===== src/rtl/pwm_shadow_commit_ctrl_pkg.sv =====
// Shared types and constants for the PWM shadow/commit controller.
package pwm_shadow_commit_ctrl_pkg;

  typedef enum logic [1:0] {
    IDLE  = 2'd0,
    ARMED = 2'd1,
    DONE  = 2'd2
  } commit_state_e;

  typedef enum logic [1:0] {
    ERR_NONE    = 2'b00,
    ERR_TIMEOUT = 2'b01,
    ERR_BUSY    = 2'b10,
    ERR_ABORT   = 2'b11
  } commit_err_e;

  localparam logic WRSEL_PERIOD  = 1'b0;
  localparam logic WRSEL_COMPARE = 1'b1;

  // Width of a counter that must hold 0..timeout-1.
  function automatic int unsigned to_cnt_width(input int unsigned timeout);
    return (timeout < 2) ? 1 : $clog2(timeout);
  endfunction

endpackage


===== src/rtl/pwm_shadow_commit_ctrl_shadow.sv =====
// One carrier's shadow period/compare pair and the active pair it feeds.
module shadow_reg_16bits
  import pwm_shadow_commit_ctrl_pkg::*;
#(
  parameter int CNT_W = 16
) (
  input  logic             clk,
  input  logic             reset,
  input  logic             wr_en,
  input  logic             wr_sel,
  input  logic [CNT_W-1:0] wr_data,
  input  logic             load,
  output logic [CNT_W-1:0] period_c,
  output logic [CNT_W-1:0] compare_c
);

  logic [CNT_W-1:0] sh_period;
  logic [CNT_W-1:0] sh_compare;

  // Shadow pair: written by software, only while the controller accepts writes.
  always_ff @(posedge clk or negedge reset) begin
    if (!reset) begin
      sh_period  <= '0;
      sh_compare <= '0;
    end else if (wr_en) begin
      if (wr_sel == WRSEL_COMPARE) sh_compare <= wr_data;
      else                         sh_period  <= wr_data;
    end
  end

  // Active pair: copied from the shadow only on this carrier's update event.
  always_ff @(posedge clk or negedge reset) begin
    if (!reset) begin
      period_c  <= '0;
      compare_c <= '0;
    end else if (load) begin
      period_c  <= sh_period;
      compare_c <= sh_compare;
    end
  end

endmodule


===== src/rtl/pwm_shadow_commit_ctrl.sv =====
// Double-buffered period/compare commit controller for the PWM carrier array.
// A commit arms a set of carriers; each one reloads on its own masked event.
module pwm_shadow_commit_ctrl
  import pwm_shadow_commit_ctrl_pkg::*;
#(
  parameter int N_CARR  = 8,
  parameter int CNT_W   = 16,
  parameter int TIMEOUT = 1048575
) (
  input  logic                          clk,
  input  logic                          reset,
  input  logic                          wr_valid,
  output logic                          wr_ready,
  input  logic [2:0]                    wr_carr,
  input  logic                          wr_sel,
  input  logic [CNT_W-1:0]              wr_data,
  input  logic                          commit_req,
  input  logic [N_CARR-1:0]             commit_mask,
  input  logic                          abort,
  input  logic [N_CARR-1:0]             update_event,
  output logic [N_CARR-1:0][CNT_W-1:0]  period_c,
  output logic [N_CARR-1:0][CNT_W-1:0]  compare_c,
  output logic [N_CARR-1:0]             pending,
  output logic                          busy,
  output logic                          commit_done,
  output logic [1:0]                    err
);

  localparam int unsigned          TO_W    = to_cnt_width(TIMEOUT);
  localparam logic [TO_W-1:0]      TO_LAST = TO_W'(TIMEOUT - 1);

  commit_state_e     state, state_nxt;
  commit_err_e       err_nxt;
  logic [N_CARR-1:0] pending_nxt;
  logic [N_CARR-1:0] remaining;
  logic [N_CARR-1:0] load;
  logic [N_CARR-1:0] wr_en;
  logic [TO_W-1:0]   cnt, cnt_nxt;

  assign wr_ready = (state == IDLE);
  assign busy     = (state != IDLE);

  // Per-carrier shadow/active pairs; out-of-range carrier indices match no slot.
  for (genvar i = 0; i < N_CARR; i++) begin : g_carr
    assign wr_en[i] = wr_valid & wr_ready & (wr_carr == 3'(i));

    shadow_reg_16bits #(.CNT_W(CNT_W)) u_shadow (
      .clk       (clk),
      .reset     (reset),
      .wr_en     (wr_en[i]),
      .wr_sel    (wr_sel),
      .wr_data   (wr_data),
      .load      (load[i]),
      .period_c  (period_c[i]),
      .compare_c (compare_c[i])
    );
  end

  // State register.
  always_ff @(posedge clk or negedge reset) begin
    if (!reset) state <= IDLE;
    else        state <= state_nxt;
  end

  // Next state, loads and error code. In ARMED: abort beats completion, and
  // completion beats timeout so a late event still lands.
  always_comb begin
    state_nxt   = state;
    pending_nxt = pending;
    cnt_nxt     = cnt;
    err_nxt     = ERR_NONE;
    load        = '0;
    remaining   = pending;
    case (state)
      IDLE: begin
        if (commit_req) begin
          if (|commit_mask) begin
            state_nxt   = ARMED;
            pending_nxt = commit_mask;
            cnt_nxt     = '0;
          end else begin
            state_nxt = DONE;
          end
        end
      end
      ARMED: begin
        if (cnt != TO_LAST) cnt_nxt = cnt + 1'b1;
        if (abort) begin
          state_nxt   = IDLE;
          pending_nxt = '0;
          err_nxt     = ERR_ABORT;
        end else begin
          load        = pending & update_event;
          remaining   = pending & ~update_event;
          pending_nxt = remaining;
          if (remaining == '0) begin
            state_nxt = DONE;
          end else if (cnt == TO_LAST) begin
            state_nxt   = IDLE;
            pending_nxt = '0;
            err_nxt     = ERR_TIMEOUT;
          end
          if (commit_req && (err_nxt == ERR_NONE)) err_nxt = ERR_BUSY;
        end
      end
      DONE: begin
        state_nxt = IDLE;
        if (commit_req) err_nxt = ERR_BUSY;
      end
      default: state_nxt = IDLE;
    endcase
  end

  // Registered pending mask, timeout counter and status pulses.
  always_ff @(posedge clk or negedge reset) begin
    if (!reset) begin
      pending     <= '0;
      cnt         <= '0;
      commit_done <= 1'b0;
      err         <= ERR_NONE;
    end else begin
      pending     <= pending_nxt;
      cnt         <= cnt_nxt;
      commit_done <= (state_nxt == DONE);
      err         <= err_nxt;
    end
  end

endmodule

===== config.mk =====
export PLATFORM = sky130hd
export DESIGN_NAME = pwm_shadow_commit_ctrl
export DESIGN_NICKNAME = d
export VERILOG_FILES = /design/src/rtl/pwm_shadow_commit_ctrl_pkg.sv /design/src/rtl/pwm_shadow_commit_ctrl_shadow.sv /design/src/rtl/pwm_shadow_commit_ctrl.sv
export SDC_FILE = /design/constraint.sdc
export NUM_CORES = 1
export LEC_CHECK = 0
export ABC_AREA = 1
export CORE_MARGIN = 2
export CORE_UTILIZATION = 49
export DETAILED_ROUTE_END_ITERATION = 8
export GPL_TIMING_DRIVEN = 0
export HOLD_SLACK_MARGIN = 0.12
export PLACE_DENSITY = 0.76
export SYNTH_ARGS = -nofsm -noshare
export SYNTH_HDL_FRONTEND = slang
export SYNTH_SLANG_ARGS = --single-unit

===== constraint.sdc =====
create_clock -name clk -period 1.9 [get_ports clk]
set_input_delay 0.38 -clock clk [delete_from_list [all_inputs] [get_ports clk]]
set_output_delay 0.38 -clock clk [all_outputs]
set_load 0.01 [all_outputs]

* After elaboration in Yosys (flattened, before gate mapping)
Cells that the tools add are included.
** Word-level totals
- Flip-flop bits (word level) :: 545
- Bits in latches :: 0
- RAM bits :: 0
- ROM bits :: 0
- Bits of input ports :: 41
- Output and inout port bits :: 269
- Memories kept :: 0
** Operators by class
- Add/sub/neg operators :: 1
- Multipliers :: 0
- Divide/modulo/power cells :: 0
- Magnitude comparators :: 0
- Equal/unequal tests :: 15
- Shift-type cells :: 0
- Muxes and demuxes :: 26
- Bitwise operators :: 13
- Reductions and logical operators :: 26
** Operators by type and width (count)
- 20-bit two-way mux :: 3
- 8-bit two-way mux :: 7
- 20-bit one-hot mux with 2 select lines :: 1
- 2-bit AND reduction :: 16
- 20-bit by 1-bit adder with 20-bit output (second input constant) :: 1
- 20-bit == test (second input constant) :: 1
- 2-bit two-way mux :: 10
- 20-bit inequality test (second input constant) :: 1
- 8-bit AND :: 2
- 8-bit one-hot mux with 2 select lines :: 1
- 3-bit == test (second input constant) :: 4
- 1-bit AND :: 9
- 8-bit logical NOT :: 1
- 8-bit NOT :: 1
- 2-bit one-hot mux with 2 select lines :: 2
- 8-bit OR reduction :: 1
- 3-bit by 2-bit == test with 1-bit output (second input constant) :: 2
- 2-bit == test (second input constant) :: 2
- 2-bit logical NOT :: 2
- 2-bit by 1-bit inequality test with 1-bit output (second input constant) :: 2
- 4-bit AND reduction :: 1
- 2-bit nonzero test :: 2
- 3-bit by 1-bit == test with 1-bit output (second input constant) :: 1
- 3-bit logical NOT :: 1
- other kinds (6) :: 7

* Longest topological paths before layout
- Word-level depth :: 11
- Depth in mapped cells :: 11

* Cells and area by module
A second synthesis with hierarchy kept.
** Second synthesis, totals
- Cells, all modules :: 2560
- Area total of the unflattened synthesis :: 22833.1 um^2
** Modules (own cells, without submodules)
- shadow_reg_16bits :: instances 8, cells an instance 275, area an instance 2556.2 um^2
- pwm_shadow_commit_ctrl :: instances 1, cells an instance 360, area an instance 2383.5 um^2

* Least setup slack after synthesis
OpenSTA, ideal clock, no wires.
- Kind :: reg-to-reg
- Start point :: register state[1]
- End point :: register g_carr[1].u_shadow.compare_c[6]
- Data arrival time :: 1.673 ns
- Data required time :: 1.772 ns
- Setup slack :: 0.100 ns
- Cell stages (with the launch flop) :: 9
- Buffers on the path :: 2
- Clock period less this slack :: 1.800 ns
- Cell sequence :: dfrtp_1 -> inv_1 -> ha_1 -> inv_2 -> nor2_4 -> buf_4 -> nand3_2 -> buf_2 -> mux2_1
** Between the ends
- Longest elaborated chain between the ends :: 2
** RTL lines
- start: declaration :: line pwm_shadow_commit_ctrl.sv:32 : commit_state_e state, state_nxt;
- start signal: assignment :: line pwm_shadow_commit_ctrl.sv:62 : else state <= state_nxt;
- 2-bit by 1-bit == test with 1-bit output :: line pwm_shadow_commit_ctrl.sv:74 : case (state)
- 8-bit two-way mux :: line pwm_shadow_commit_ctrl.sv:74
- end signal: assignment :: line pwm_shadow_commit_ctrl_shadow.sv:38 : compare_c <= sh_compare;
- end: declaration :: line pwm_shadow_commit_ctrl_shadow.sv:14 : output logic [CNT_W-1:0] compare_c
Every way passes these cells.
A chain may end at the register's enable or synchronous reset.

* Worst setup path in the final report
- Start point :: register g_carr[5].u_shadow.compare_c[9]
- End point :: output compare_c[89] in the netlist's numbering
** RTL lines
- start: declaration :: line pwm_shadow_commit_ctrl_shadow.sv:14
- start signal: assignment :: line pwm_shadow_commit_ctrl_shadow.sv:38
- end: declaration :: line pwm_shadow_commit_ctrl.sv:22 : output logic [N_CARR-1:0][CNT_W-1:0] compare_c,
No word-level cell between the ends.

==> impl_results.md <==
- Status: finished with violations
- Failing checks: setup timing
- Die H: 210 µm
- Skew-Pair Late Insertion Delay: between 0.6 and 0.7 ns
- Slowest stage delay, CP: between 0.5 and 0.6 ns
- Cell taking the most area after synthesis: dfrtp_1
- P per Cell Area: 1580 nW/µm²
- Filler-free cell count of the finished design: around 2700
- Final setup fails: 1
- CP Buf/Inv Count: 1
- Period minus WS final: between 1.5 and 2 ns
- Slew Viols, Final: 0
- Slowest CP cell: clkdlybuf4s50_1
- DRT iter0 DRCs: 1054
- Top cell type's share of synthesized area: between 60% and 70%
- Vias in the first global route: approximately 15000
- Clock tree buffer depth: 3
- Crit Path Class: flop to primary output
- Synth area leaders: dfrtp_1, mux2_2, nand2_1
- Total power draw: around 43 mW
- Vias per Instance: 5.42
- Ratio of final minimum period to clock period: 100%
- First-pass GRT wire length: between 80 and 90 mm
- Root Driver: clkbuf_16
- Largest net degree at the start of global routing: between 100 and 150
- Antenna violations before repair: 4
- DRC errors left: 0
- PortBufs: between 300 and 400
- Via count: roughly 15000
- Synth Cell Area: 20700 µm²
- Fraction of layout cells with a size suffix above 1: roughly 23%
- Synth warnings: 0
- Total global-route track usage: roughly 27%
- Post-synth net total: around 1800
- Routed WL: around 59 mm
- Num CTS Buffers: 53
- I/O pin count: slightly above 300
- Area Overhead vs Synth: 31.6%
- Die W: approximately 210 µm
- Synth cell types: 23
- Initial cell density of the core: 49.5%
- Static leakage: approximately 14 nW
- Grt ovf: 0
- GP Congestion: 0.863
- Cell family with most CP delay: buffers and inverters
- CP endpoint kind: primary output
- Nets: about 2200
- Yosys reg bits: around 550
- Critical Path Fanout Max: 2
- Worst path cell trace: clkdlybuf4s50_1
- Number of max-cap violations: 0
- Dpl hpwl: just under 40 mm
- Rows: 75
- Clock sink count: around 550
- RSZ-0062 raised after global routing: true
- Hold WC Path Type: input pin to async pin
- Worst setup SP type: flop
- Fill count: 3213
- Post-Syn Instances: ~1800
- Setup WS post-layout: -0.000618 ns
- Fin. Hold Viols: 0
- DP Cell Count: approximately 2600
- Seq/Total Area, Yosys: between 60% and 70%
- H-tree depth: 2
- Clock skew: ~0.020 ns
- Final ANT Viol Nets: 0
- Area of the die: 43900 µm²
- Maximum clock frequency: 0.526 GHz
- Core area: roughly 42000 µm²
- First-pass detailed-route iteration total: 5
- Max_slew headroom: about a quarter
- Tightest Pin Transition: 1.10 ns
- Data arrival time of the worst path: around 1.5 ns
- Mapped Avg Cell Area: around 12 µm²
- CTS tree: built
- Clock transition at the registers of the reported paths: 0.07 ns
- WL/cell: around 21 µm
- Maximum VDD drop: between 0.0008 and 0.0009 V
- Critical Path RT: 1.52 ns
-- logic make-up after synthesis --
group / count (synthesis) / share of synthesized area (%)
DFF: 545 / 65.9
and+or+nand+nor: 503 / 9.66
AOI/OAI and AO/OA: 289 / 7.06
muxes: 256 / 13.9
buffers and inverters: 148 / 2.91
xor gates and xnor gates: 7 / 0.296
adders and majority gates: 5 / 0.302
-- worst paths after layout --
path	from	to	slack, ns	cells past startpoint
max	g_carr[5].u_shadow.compare_c[9]	compare_c[89]	-0.0006	1
min	reset	cnt[1]	0.18	2
max reg2reg	state[1]	g_carr[1].u_shadow.period_c[9]	0.01	9
min reg2reg	g_carr[5].u_shadow.sh_period[3]	g_carr[5].u_shadow.sh_period[3]	0.48	2
max in group asynchronous	reset	g_carr[2].u_shadow.period_c[2]	0.32	4
min in group clk	wr_sel	g_carr[4].u_shadow.sh_compare[0]	0.32	4
-- what timing repair did --
item | 4_1_cts | 5_1_grt
hold buffers | 1 | 0
endpoints found under the hold margin | 230 | 0
gates resized for setup | 316 | 277
setup endpoints to repair | 745 | 501
setup buffers | 17 | 5
pin swaps | 4 | 1
cloned | 2 | 1
-- synth_stat cells, drive strengths merged --
cell type	instances
clkbuf	68
nand4	4
o21bai	6
xnor2	1
ha	5
buf	29
nand3	46
mux2	256
nand2	387
nor2	56
xor2	6
nor3	2
nand3b	8
dfrtp	545
o21ai	274
inv	51
a21oi	9
-- sequential cells by signal, indices dropped and copies added (netlist names) --
signal / flops
cnt: 20
commit_done: 1
err: 2
g_carr.u_shadow.compare_c: 128
g_carr.u_shadow.period_c: 128
g_carr.u_shadow.sh_compare: 128
g_carr.u_shadow.sh_period: 128
pending: 8
state: 2
-- final cells by class --
class / count / area (µm²) / share of cell area (%)
Antenna cell: 1 / 2.50 / 0.00918
Buffer: 95 / 744 / 2.73
Clock buffer: 70 / 1480 / 5.43
Clock inverter: 30 / 428 / 1.57
Inverter: 51 / 194 / 0.712
Multi-Input combinational cell: 1060 / 6750 / 24.8
Sequential cell: 545 / 13600 / 50.1
Tap cell: 539 / 674 / 2.47
Timing Repair Buffer: 337 / 3330 / 12.2
-- report_power, final --
part,switching (mW),internal [mW],leakage [nW],total (mW)
clock,4.64,6.64,0.924,11.3
combinational,6.17,6.19,6.36,12.4
sequential,2.91,16.5,7.17,19.4
-- metal layers --
layer / routed length [µm] / track usage, % / up-vias
li1: - / - / 6643
met1: 24300 / 36.2 / 7492
met2: 27300 / 42.6 / 530
met3: 4950 / 7.71 / 126
met4: 1890 / 8.78 / 6
met5: 36 / 0 / -
-- metrics by stage --
step / hold slack, ns / utilization, % / setup TNS [ns] / area, µm² / setup slack [ns]
finish: 0.185 / 65.1 / -0.000618 / 27300 / -0.000618
global route: 0.167 / 65.1 / -0.896 / 27200 / -0.0398
CTS: 0.164 / 64.0 / -0.397 / 26800 / -0.0785
detailed placement: 0.210 / 58.8 / -232.97 / 24600 / -0.685
global placement: 0.462 / 58.5 / - / 24500 / -22.49
floorplan: 0.0844 / - / 0 / 20700 / 0.0999
-- layout by cell type, fill, tap and decap left out, drive strengths merged, types with 8 or more instances in the layout --
cell / count
nor2: 56
clkinv: 15
bufinv: 8
clkbuf: 95
dlygate4sd2: 207
nand3b: 8
nand2: 387
dfrtp: 545
nand3: 46
mux2: 256
o21ai: 274
clkdlybuf4s50: 46
dlymetal6s2s: 52
a21oi: 9
inv: 53
buf: 101
-- worst reg2reg max path, delay by kind of cell (launching register included) --
kind | cells | cell delay, ns
muxes | 1 | 0.29
adders and majority gates | 1 | 0.16
and+or+nand+nor | 2 | 0.28
buffers and inverters | 5 | 0.66
DFF | 1 | 0.39
(Power assumes the default switching activity.)
